[config.mk]
export PLATFORM = sky130hd
export DESIGN_NAME = dem_tree_scheduler
export DESIGN_NICKNAME = d
export VERILOG_FILES = /design/src/rtl/dem_tree_scheduler.sv
export SDC_FILE = /design/constraint.sdc
export NUM_CORES = 1
export LEC_CHECK = 0
export BUFFER_PORTS_ARGS = -buffer_cell sky130_fd_sc_hd__buf_2
export CAP_MARGIN = 20
export CORE_MARGIN = 4
export CORE_UTILIZATION = 50
export CTS_CLUSTER_DIAMETER = 120
export DETAILED_ROUTE_END_ITERATION = 8
export GPL_TIMING_DRIVEN = 0
export PLACE_DENSITY = 0.75
export RECOVER_POWER = 25
export SLEW_MARGIN = 20
export SYNTH_ARGS = -nofsm -noshare
export SYNTH_HDL_FRONTEND = slang
export SYNTH_SLANG_ARGS = --single-unit
[constraint.sdc]
create_clock -name clk_i -period 2.32 [get_ports clk_i]
set_clock_uncertainty 0.2 [all_clocks]
set_input_delay 0.232 -clock clk_i [delete_from_list [all_inputs] [get_ports clk_i]]
set_output_delay 0.232 -clock clk_i [all_outputs]
set_load 0.02 [all_outputs]
[src/rtl/dem_tree_scheduler.sv]
// DEM-DAC switching-tree controller: range-checks samples, feeds the root block, aligns per-stage PN bits (DEM_SAT_CHECK_EN enables clamping).
// Latency: root_x/root_valid 1 cycle after accept, stage-s PN bits 1+s cycles, leaf_valid 1+STAGES cycles.
// Backpressure: sample_ready_o high only in RUN and dropped combinationally by stop_i; accepts one sample per cycle.
module dem_tree_scheduler #(
    parameter int          WIDTH  = 16,
    parameter int          STAGES = 3,
    parameter logic [14:0] SEED   = 15'h0001
) (
    input  logic                 clk_i,
    input  logic                 reset_i,
    input  logic                 start_i,
    input  logic                 stop_i,
    input  logic                 sample_valid_i,
    input  logic [WIDTH-1:0]     sample_i,
    output logic                 sample_ready_o,
    output logic [WIDTH-1:0]     root_x_o,
    output logic                 root_valid_o,
    output logic [2**STAGES-2:0] pn_o,
    output logic                 leaf_valid_o,
    output logic                 busy_o,
    output logic                 sat_flag_o
);

    localparam int          NBLK       = 2**STAGES - 1;
    localparam logic [14:0] SEED_EFF   = (SEED == 15'd0) ? 15'h0001 : SEED;
    localparam logic [2:0]  FLUSH_LAST = 3'(STAGES);

    typedef enum logic [1:0] {ST_IDLE, ST_SEED, ST_RUN, ST_FLUSH} state_e;

    state_e             state_q, state_d;
    logic [2:0]         flush_cnt_q, flush_cnt_d;
    logic [14:0]        lfsr_q, lfsr_d;
    logic [WIDTH-1:0]   root_x_q, root_x_d;
    logic [STAGES:0]    vld_q, vld_d;
    logic [NBLK-1:0]    pn_dly_q [STAGES];
    logic [NBLK-1:0]    pn_dly_d [STAGES];
    logic [WIDTH-1:0]   sample_clamped;
    logic               seed_load;
    logic               accept;

    function automatic logic [NBLK-1:0] stage_mask(input int s);
        stage_mask = '0;
        for (int k = 0; k < NBLK; k++) begin
            if ((k + 1) >= (1 << s) && (k + 1) < (1 << (s + 1))) begin
                stage_mask[k] = 1'b1;
            end
        end
    endfunction

    always_ff @(posedge clk_i or negedge reset_i) begin
        if (!reset_i) begin
            state_q <= ST_IDLE;
        end else begin
            state_q <= state_d;
        end
    end

    always_comb begin
        state_d = state_q;
        unique case (state_q)
            ST_IDLE:  if (start_i) state_d = ST_SEED;
            ST_SEED:  state_d = ST_RUN;
            ST_RUN:   if (stop_i) state_d = ST_FLUSH;
            ST_FLUSH: if (flush_cnt_q == FLUSH_LAST) state_d = ST_IDLE;
            default:  state_d = ST_IDLE;
        endcase
    end

    always_comb begin
        busy_o         = (state_q != ST_IDLE);
        sample_ready_o = (state_q == ST_RUN) && !stop_i;
        seed_load      = (state_q == ST_SEED);
        accept         = sample_ready_o && sample_valid_i;
    end

`ifdef DEM_SAT_CHECK_EN
    localparam logic [WIDTH-1:0] MAX_CODE = WIDTH'(2**STAGES);

    logic sat_q, sat_d;
    logic clamp_hit;

    always_comb begin
        sample_clamped = sample_i;
        clamp_hit      = 1'b0;
        if (sample_i[WIDTH-1]) begin
            sample_clamped = '0;
            clamp_hit      = 1'b1;
        end else if ($signed(sample_i) > $signed(MAX_CODE)) begin
            sample_clamped = MAX_CODE;
            clamp_hit      = 1'b1;
        end
        sat_d = seed_load ? 1'b0 : (sat_q | (accept & clamp_hit));
    end

    always_ff @(posedge clk_i or negedge reset_i) begin
        if (!reset_i) begin
            sat_q <= 1'b0;
        end else begin
            sat_q <= sat_d;
        end
    end

    assign sat_flag_o = sat_q;
`else
    assign sample_clamped = sample_i;
    assign sat_flag_o     = 1'b0;
`endif

    // Stage 0 captures the pre-advance LFSR state; later stages shift it one cycle per tree level.
    always_comb begin
        flush_cnt_d = (state_q == ST_FLUSH) ? flush_cnt_q + 3'd1 : 3'd0;
        lfsr_d      = lfsr_q;
        if (seed_load) begin
            lfsr_d = SEED_EFF;
        end else if (accept) begin
            lfsr_d = {lfsr_q[13:0], lfsr_q[14] ^ lfsr_q[13]};
        end
        root_x_d    = accept ? sample_clamped : root_x_q;
        vld_d       = {vld_q[STAGES-1:0], accept};
        pn_dly_d[0] = accept ? lfsr_q[NBLK-1:0] : pn_dly_q[0];
        for (int i = 1; i < STAGES; i++) begin
            pn_dly_d[i] = pn_dly_q[i-1];
        end
    end

    always_ff @(posedge clk_i or negedge reset_i) begin
        if (!reset_i) begin
            flush_cnt_q <= '0;
            lfsr_q      <= SEED_EFF;
            root_x_q    <= '0;
            vld_q       <= '0;
            for (int i = 0; i < STAGES; i++) begin
                pn_dly_q[i] <= '0;
            end
        end else begin
            flush_cnt_q <= flush_cnt_d;
            lfsr_q      <= lfsr_d;
            root_x_q    <= root_x_d;
            vld_q       <= vld_d;
            for (int i = 0; i < STAGES; i++) begin
                pn_dly_q[i] <= pn_dly_d[i];
            end
        end
    end

    always_comb begin
        pn_o = '0;
        for (int s = 0; s < STAGES; s++) begin
            pn_o = pn_o | (pn_dly_q[s] & stage_mask(s));
        end
    end

    assign root_x_o     = root_x_q;
    assign root_valid_o = vld_q[0];
    assign leaf_valid_o = vld_q[STAGES];

endmodule

* Word-level counts from Yosys, hierarchy flattened *
Index checks and enable logic that the tools add are counted.

cells by class
  equal/unequal tests = 7
  mux-type cells = 7
  reduce and logical (&&, ||, !) cells = 7
  bitwise logic cells = 3
  $add $sub $neg = 1

operators by type and width
  cell                   count
  $mux W15               2
  $pmux W2 S4            1
  $or A3 B7 Y7           1
  $mux W2                3
  $ne A2 B2 Y1 const B   3
  $eq A2 B2 Y1 const B   2
  $reduce_bool A2 Y1     2
  $add A3 B1 Y3 const B  1
  $eq A3 B2 Y1 const B   1
  $mux W3                1
  $or A1 B3 Y3           1
  $reduce_and A3 Y1      1
  $eq A2 B1 Y1 const B   1
  $logic_and A1 B1 Y1    2
  $logic_not A2 Y1       1
  $logic_not A1 Y1       1
  $xor A1 B1 Y1          1

storage, ports and cells
  output and inout port bits = 28
  logic and storage cells = 33
  input bits = 21
  flip-flop bits (word level) = 61

* Logic depth before layout (Yosys ltp) *
Gate-level depths: netlist of run 1.

  depth in word-level cells = 5
  mapped depth = 7
  gate-level depth less buffers = 6

* Worst setup path before layout of run 1 *
No wires, ideal clock.

  path type = register to register
  start = register state_q[0]
  end = register state_q[1]
  stages on the path, launching flop included = 6
  data arrival time = 1.359 ns
  path buffers = 0
  required time = 1.995 ns
  slack = 0.636 ns
  cell sequence = dfrtp_1 > inv_1 > ha_1 > nor2b_4 > a221oi_4 > mux2_4

on the way
  longest elaborated chain between the ends = 3

ends and longest elaborated chain
  item                                                     RTL line  source
  from (decl)                                              30        state_e state_q, state_d;
  from (signal assigned)                                   54        state_q <= state_d;
  $eq A2 B2 Y1 / $logic_not A2 Y1 (equally long branches)  60        unique case (state_q)
  $ne A2 B2 Y1 (no line)                                   -
  $reduce_and A3 Y1 (no line)                              -

Several ways; a longest one is shown, not always the timed one.
A chain may end at the register's enable or synchronous reset.

* Worst setup path in the final report of run 1 *
  start = register state_q[0]
  end = output port sample_ready_o

on the way
  longest elaborated chain between the ends = 2

ends and longest elaborated chain
  item                 RTL line  source
  $eq A2 B2 Y1         71        sample_ready_o = (state_q == ST_RUN) && !stop_i;
  $logic_and A1 B1 Y1  71
  to (decl)            15        output logic sample_ready_o,

Every way passes these cells.

==> out/metrics.cfg, run 1 <==
[placement]
portBuffers=47
gp_congestion=0.732
dp_hpwl_um=2590

[clocking]
cts-buffers-inserted=9
clockRootBuffer=clkbuf_8
path_clk_slew_ns=0.06
clockBufferDepth=2
cts.sink_count=57
cts.repair.resized=0
cts_tree=yes
post_cts_buffers=0
clk_latency_ns=0.32
htree_num_levels=3

[detailed_routing]
ant_nets=0
dr_wl_met3_um=181
num_vias=1549
drc=0
wl_met2_um=2070
wl_um=3990
top_layer_used=met4
first_pass_iters=4
wl_met1_um=1650
post_drt_wl_per_cell_um=12.1
viasPerCell=4.71
drt_iter0_drc=77

[floorplan]
io_pins=49
num_rows=23
core_region_area_um2=4090
chipWidth_um=73.8
initial_core_util_pct=53.0
die_y_um=73.8
dieArea_um2=5450

[grt]
gr-total-overflow=0
grt_pass1_vias=1536
grt_start_max_net_pins=58
antenna_found_initial=0
grt_usage_pct=16.6
grt_pass1_wl_um=6690

[yosys]
syn_inst=199
synth_area_leaders=dfrtp_1 (65%), nand2_1 (16%), ha_1 (3.5%)
ys_seq_area_share_pct=66.0
yosys.area.top_type=dfrtp_1
syn-num-nets=226
ys_ff_latch=57
synthDistinctLibCells=22
syn-cell-area_um2=2160
synth_top_area_share_pct=64.7
yosys_warnings=0
syn_area_per_cell_um2=10.9

[timing]
worstMarginPinSlew_ns=1.34
rsz0062_at_grt=false
fmax_mhz=535
slew_headroom_pct=10.6
final-max-slew-violation-count=0
tns_ns=0
hold_violations=0
finalSetupViolations=0
finalCritPeriodShare_pct=80.6
finalCriticalPeriod_ns=1.87

[finish]
syn_to_final_growth_pct=29.5
layout-drive-gt1-share_pct=26.9
nNetsFinal=301
final_core_util_pct=68.6
diodes=0
fill_cells=315

[pwr]
power_density_nw_per_um2=1120
leakage_nw=1.54
vdd_drop_max_mv=0.632

[worst_setup_path]
critPathLaunchType=flip-flop
slowest_stage=dfrtp_1
cp.required_ns=1.89
r2r-start=state_q[0]$_DFFE_PN0P_
end_kind=output port
crit_start=state_q[0]$_DFFE_PN0P_
worst-path-max-fanout=3
worstSetupPathType=flip-flop to output port
crit_family=flip-flops
path_buf_inv=2
cp.arrival_ns=1.44
slowest_delay_ns=0.40
path_cells=inv_1 > ha_1 > nor2b_4 > buf_2

[status]
outcome=complete, no violations

[run]
max_cap_violations=0

[hold_path]
hp-start=start_i
hold_path.class=input pin to flip-flop

==> repair_timing <==
action / CTS / global route
endpoints found under the setup margin: 0 / 0
endpoints found under the hold margin: 72 / 0
hold buffers: 17 / 0
==> cells in the final DEF (no fill, tap or decap), types with 2 or more instances in the layout <==
| cell type | count |
|---|---|
| a21oi_1 | 14 |
| buf_2 | 44 |
| buf_4 | 7 |
| buf_6 | 3 |
| clkbuf_1 | 6 |
| clkbuf_8 | 11 |
| clkinv_2 | 3 |
| dfrtp_1 | 56 |
| dlygate4sd3_1 | 17 |
| ha_1 | 6 |
| inv_1 | 6 |
| nand2_1 | 90 |
| nor2_1 | 2 |
| nor2b_1 | 2 |
==> power by group <==
group,switching (mW),internal [mW]
sequential,0.114,1.23
combinational,0.600,0.404
clock,0.352,0.441
total,1.07,2.07
==> worst reg2reg max path: stages, from the launching register on <==
cell and delay [ns]:
dfrtp_1 0.38, inv_1 0.09, ha_1 0.25, nor2b_4 0.15, a221oi_4 0.23, mux2_4 0.33
==> metal layers <==
metal	vias up	track usage, %
met3	9	5.20
met1	743	19.5
met4	0	9.05
li1	758	-
met2	39	27.0
met5	-	0
==> flip-flops by register name (all words and copies together), names as in the netlist <==
name / count
state_q: 2
pn_dly_q: 4
root_x_o: 16
lfsr_q: 15
flush_cnt_q: 3
vld_q: 4
pn_dly_d: 13
==> worst paths after layout <==
path / end / slack, ns / cells after the start
setup / recovery: sample_ready_o / 0.45 / 4
hold / removal: state_q[0]$_DFFE_PN0P_ / 0.12 / 4
setup reg to reg: state_q[1]$_DFFE_PN0P_ / 0.59 / 5
hold reg to reg: pn_dly_q[5]$_DFF_PN0_ / 0.15 / 0
max in group asynchronous: vld_q[0]$_DFF_PN0_ / 0.55 / 2
min in group asynchronous: root_x_o[7]$_DFFE_PN0P_ / 0.56 / 2
==> cell families (layout without fill, tap and decap cells) <==
kind of cell	Yosys count	after routing	synth area share, %
compound gates	16	16	4.86
xor+xnor	1	1	0.405
fa+ha+maj	6	6	3.47
buf+inv	19	99	5.61
flops	57	57	66.0
mux	2	2	1.16
other cells	1	1	0.173
simple gates	97	97	18.4
==> cell type report <==
type / instances / area, um2 / area share (%)
plain buffers: 12 / 95.1 / 3.39
clock buffers: 13 / 159 / 5.67
clock inverters: 3 / 15.0 / 0.536
inverters: 7 / 26.3 / 0.937
multi-input cells: 123 / 616 / 22.0
flip-flops and latches: 57 / 1430 / 50.9
well taps: 50 / 62.6 / 2.23
repair buffers: 64 / 402 / 14.3
==> metrics by stage <==
stage                     std cells  worst slack (ns)  instance area, um2  hold slack (ns)  power, mW
final                           329             0.451                2800            0.118       3.14
after global placement          296             0.613                2460            0.132       2.31
after detailed placement        296             0.573                2460            0.123       2.35
after floorplan                 199             0.636                2160           -0.264       2.03
after CTS                       329             0.420                2810            0.108       3.18
after global routing            329             0.268                2800            0.142       3.34
==> synthesized netlist by cell type (all sizes together) <==
cell type / count
a211o: 1
mux2i: 1
nor2: 2
clkbuf: 1
dfstp: 1
xnor2: 1
a221oi: 1
and2: 1
mux2: 1
nor2b: 3
nand2: 90
conb: 1
ha: 6
inv: 7
nand3b: 1
a21oi: 14
buf: 11
dfrtp: 56
Power figures use the tool's default switching activity.
==> inputs of run 2 (changes only) <==
--- a/config.mk
+++ b/config.mk
@@ -8,11 +8,11 @@
 export BUFFER_PORTS_ARGS = -buffer_cell sky130_fd_sc_hd__buf_2
 export CAP_MARGIN = 20
 export CORE_MARGIN = 4
-export CORE_UTILIZATION = 50
+export CORE_UTILIZATION = 47
 export CTS_CLUSTER_DIAMETER = 120
 export DETAILED_ROUTE_END_ITERATION = 8
 export GPL_TIMING_DRIVEN = 0
-export PLACE_DENSITY = 0.75
+export PLACE_DENSITY = 0.74
 export RECOVER_POWER = 25
 export SLEW_MARGIN = 20
 export SYNTH_ARGS = -nofsm -noshare
==> constraint.sdc (replaced) <==
create_clock -name clk_i -period 1.7 [get_ports clk_i]
set_clock_uncertainty 0.2 [all_clocks]
set_input_delay 0.17 -clock clk_i [delete_from_list [all_inputs] [get_ports clk_i]]
set_output_delay 0.17 -clock clk_i [all_outputs]
set_load 0.02 [all_outputs]
==> run 2 against run 1 <==
  * Combinational power grew 48%
  * Global-route usage shrank 2.1 points
  * Die area grew 5.7%
  * Register-to-register slack lost 0.55 ns
  * Sequential cell count is the same
  * Sequential share of layout area shrank 2.3 points
  * Wire length grew 0.35%
  * Sequential power grew 37%
  * Worst setup slack lost 0.41 ns
  * Critical endpoint is now state_q[1]$_DFFE_PN0P_
==> out/metrics.cfg, run 2 (synthesis gave the netlist of run 1 again) <==
[timing]
finalCriticalPeriod_ns=1.66
timing.hold.ws_ns=0.0608
hold_violations=0
slew_headroom_pct=54.6
worstMarginPinSlew_ns=0.681
final-max-slew-violation-count=0
fmax_mhz=603
setup_slack_ns=0.0405
rsz0062_at_grt=true
tns_ns=0
finalSetupViolations=0
finalCritPeriodShare_pct=97.6

[placement]
dp_hpwl_um=2480
dp.cells=298
dpl_cell_area_um2=2470
portBuffers=47
dp_worst_setup_slack_ns=-0.0466
gp_congestion=0.711

[grt]
grt_start_max_net_pins=58
grt_pass1_vias=1357
antenna_found_initial=0
grt_pass1_wl_um=6080
grt_usage_pct=14.5
gr-total-overflow=0

[detailed_routing]
ant_nets=0
first_pass_iters=4
drt_iter0_drc=66
wl_um=4000
viasPerCell=4.58
drc=0
post_drt_wl_per_cell_um=12.0
num_vias=1531

[finish]
final_common_cell=nand2_1
layout-drive-gt1-share_pct=32.6
final_cell_mix=nand2_1 (90), dfrtp_1 (55), buf_2 (46)
stdcell_area_um2=2940
nNetsFinal=304
syn_to_final_growth_pct=35.8
final_core_util_pct=66.6
largest_register_ffs=16
instances_no_fill=334
diodes=0

[floorplan]
io_pins=49
initial_core_util_pct=49.0
chipWidth_um=75.9
die_y_um=75.9
dieArea_um2=5760
core_region_area_um2=4410
num_rows=24

[worst_setup_path]
critPathLaunchType=flip-flop
end_kind=flip-flop
cp.arrival_ns=1.67
cp.required_ns=1.71
worst-path-max-fanout=2
worstSetupPathType=flip-flop to flip-flop
path_cells=ha_2 > ha_4 > inv_2 > a221oi_4 > mux2_4
slowest_delay_ns=0.35
slowest_stage=dfrtp_1

[clocking]
path_clk_slew_ns=0.06
cts-buffers-inserted=9
clockRootBuffer=clkbuf_8
clk_latency_ns=0.33
clockBufferDepth=2
cts.sink_count=57
cts_tree=yes
htree_num_levels=3

[pwr]
finalPower_mw=4.73
power_density_nw_per_um2=1610
share_seq_of_total_power_pct=38.8
vdd_drop_max_mv=0.731
clkPwrFrac_pct=29.9
leakage_nw=1.59
p_sw_share_pct=32.2
switchingPower_mw=1.52
intPower_mw=3.20
pwr-share-comb_pct=31.2

[status]
outcome=complete, no violations

[run]
max_cap_violations=0

[hold_path]
hold_path.class=input pin to flip-flop

==> run 2: layer usage <==
layer,GRT usage [%],wire [um]
met5,0,0
met4,7.57,80
met3,5.15,216
met2,21.9,1990
met1,18.4,1720
==> run 2: power by group through the flow <==
stage	clock, mW	combinational [mW]	sequential, mW
2_1_floorplan	0	0.707	2.07
3_3_place_gp	0	1.33	1.83
3_5_place_dp	0	1.35	1.85
4_1_cts	1.44	1.42	1.83
5_1_grt	1.50	1.63	1.88
6_report	1.42	1.48	1.84
==> run 2: final timing paths <==
check / startpoint / endpoint / slack [ns] / cells past startpoint
setup / recovery: flush_cnt_q[0]$_DFF_PN0_ / state_q[1]$_DFFE_PN0P_ / 0.04 / 5
hold / removal: start_i / state_q[0]$_DFFE_PN0P_ / 0.06 / 4
setup reg to reg: flush_cnt_q[0]$_DFF_PN0_ / state_q[1]$_DFFE_PN0P_ / 0.04 / 5
hold reg to reg: vld_q[2]$_DFF_PN0_ / vld_q[3]$_DFF_PN0_ / 0.15 / 0
max in group asynchronous: reset_i / state_q[1]$_DFFE_PN0P_ / 0.58 / 2
min in group asynchronous: reset_i / flush_cnt_q[2]$_DFF_PN0_ / 0.22 / 2
==> run 2: critical path: cells and delay by family (launching register included) <==
kind	cells	cell delay, ns
buffers and inverters	1	0.04
DFF	1	0.35
muxes	1	0.33
adders and majority gates	2	0.33
AOI/OAI and AO/OA	1	0.30
==> run 2: final cells by class <==
type	count	area, um2
Clock inverter	5	77.6
Clock buffer	11	151
Sequential cell	57	1430
Inverter	7	28.8
Fill cell	329	1470
Buffer	12	104
Multi-Input combinational cell	123	648
Timing Repair Buffer	67	437
Tap cell	52	65.1
==> run 2: what timing repair did <==
action                                  4_1_cts  5_1_grt
pin swaps                                     0        4
endpoints found under the setup margin        2       21
hold buffers                                 17        0
gates resized for setup                       4       13
hold endpoints to repair                     72        0
setup buffers                                 1        2
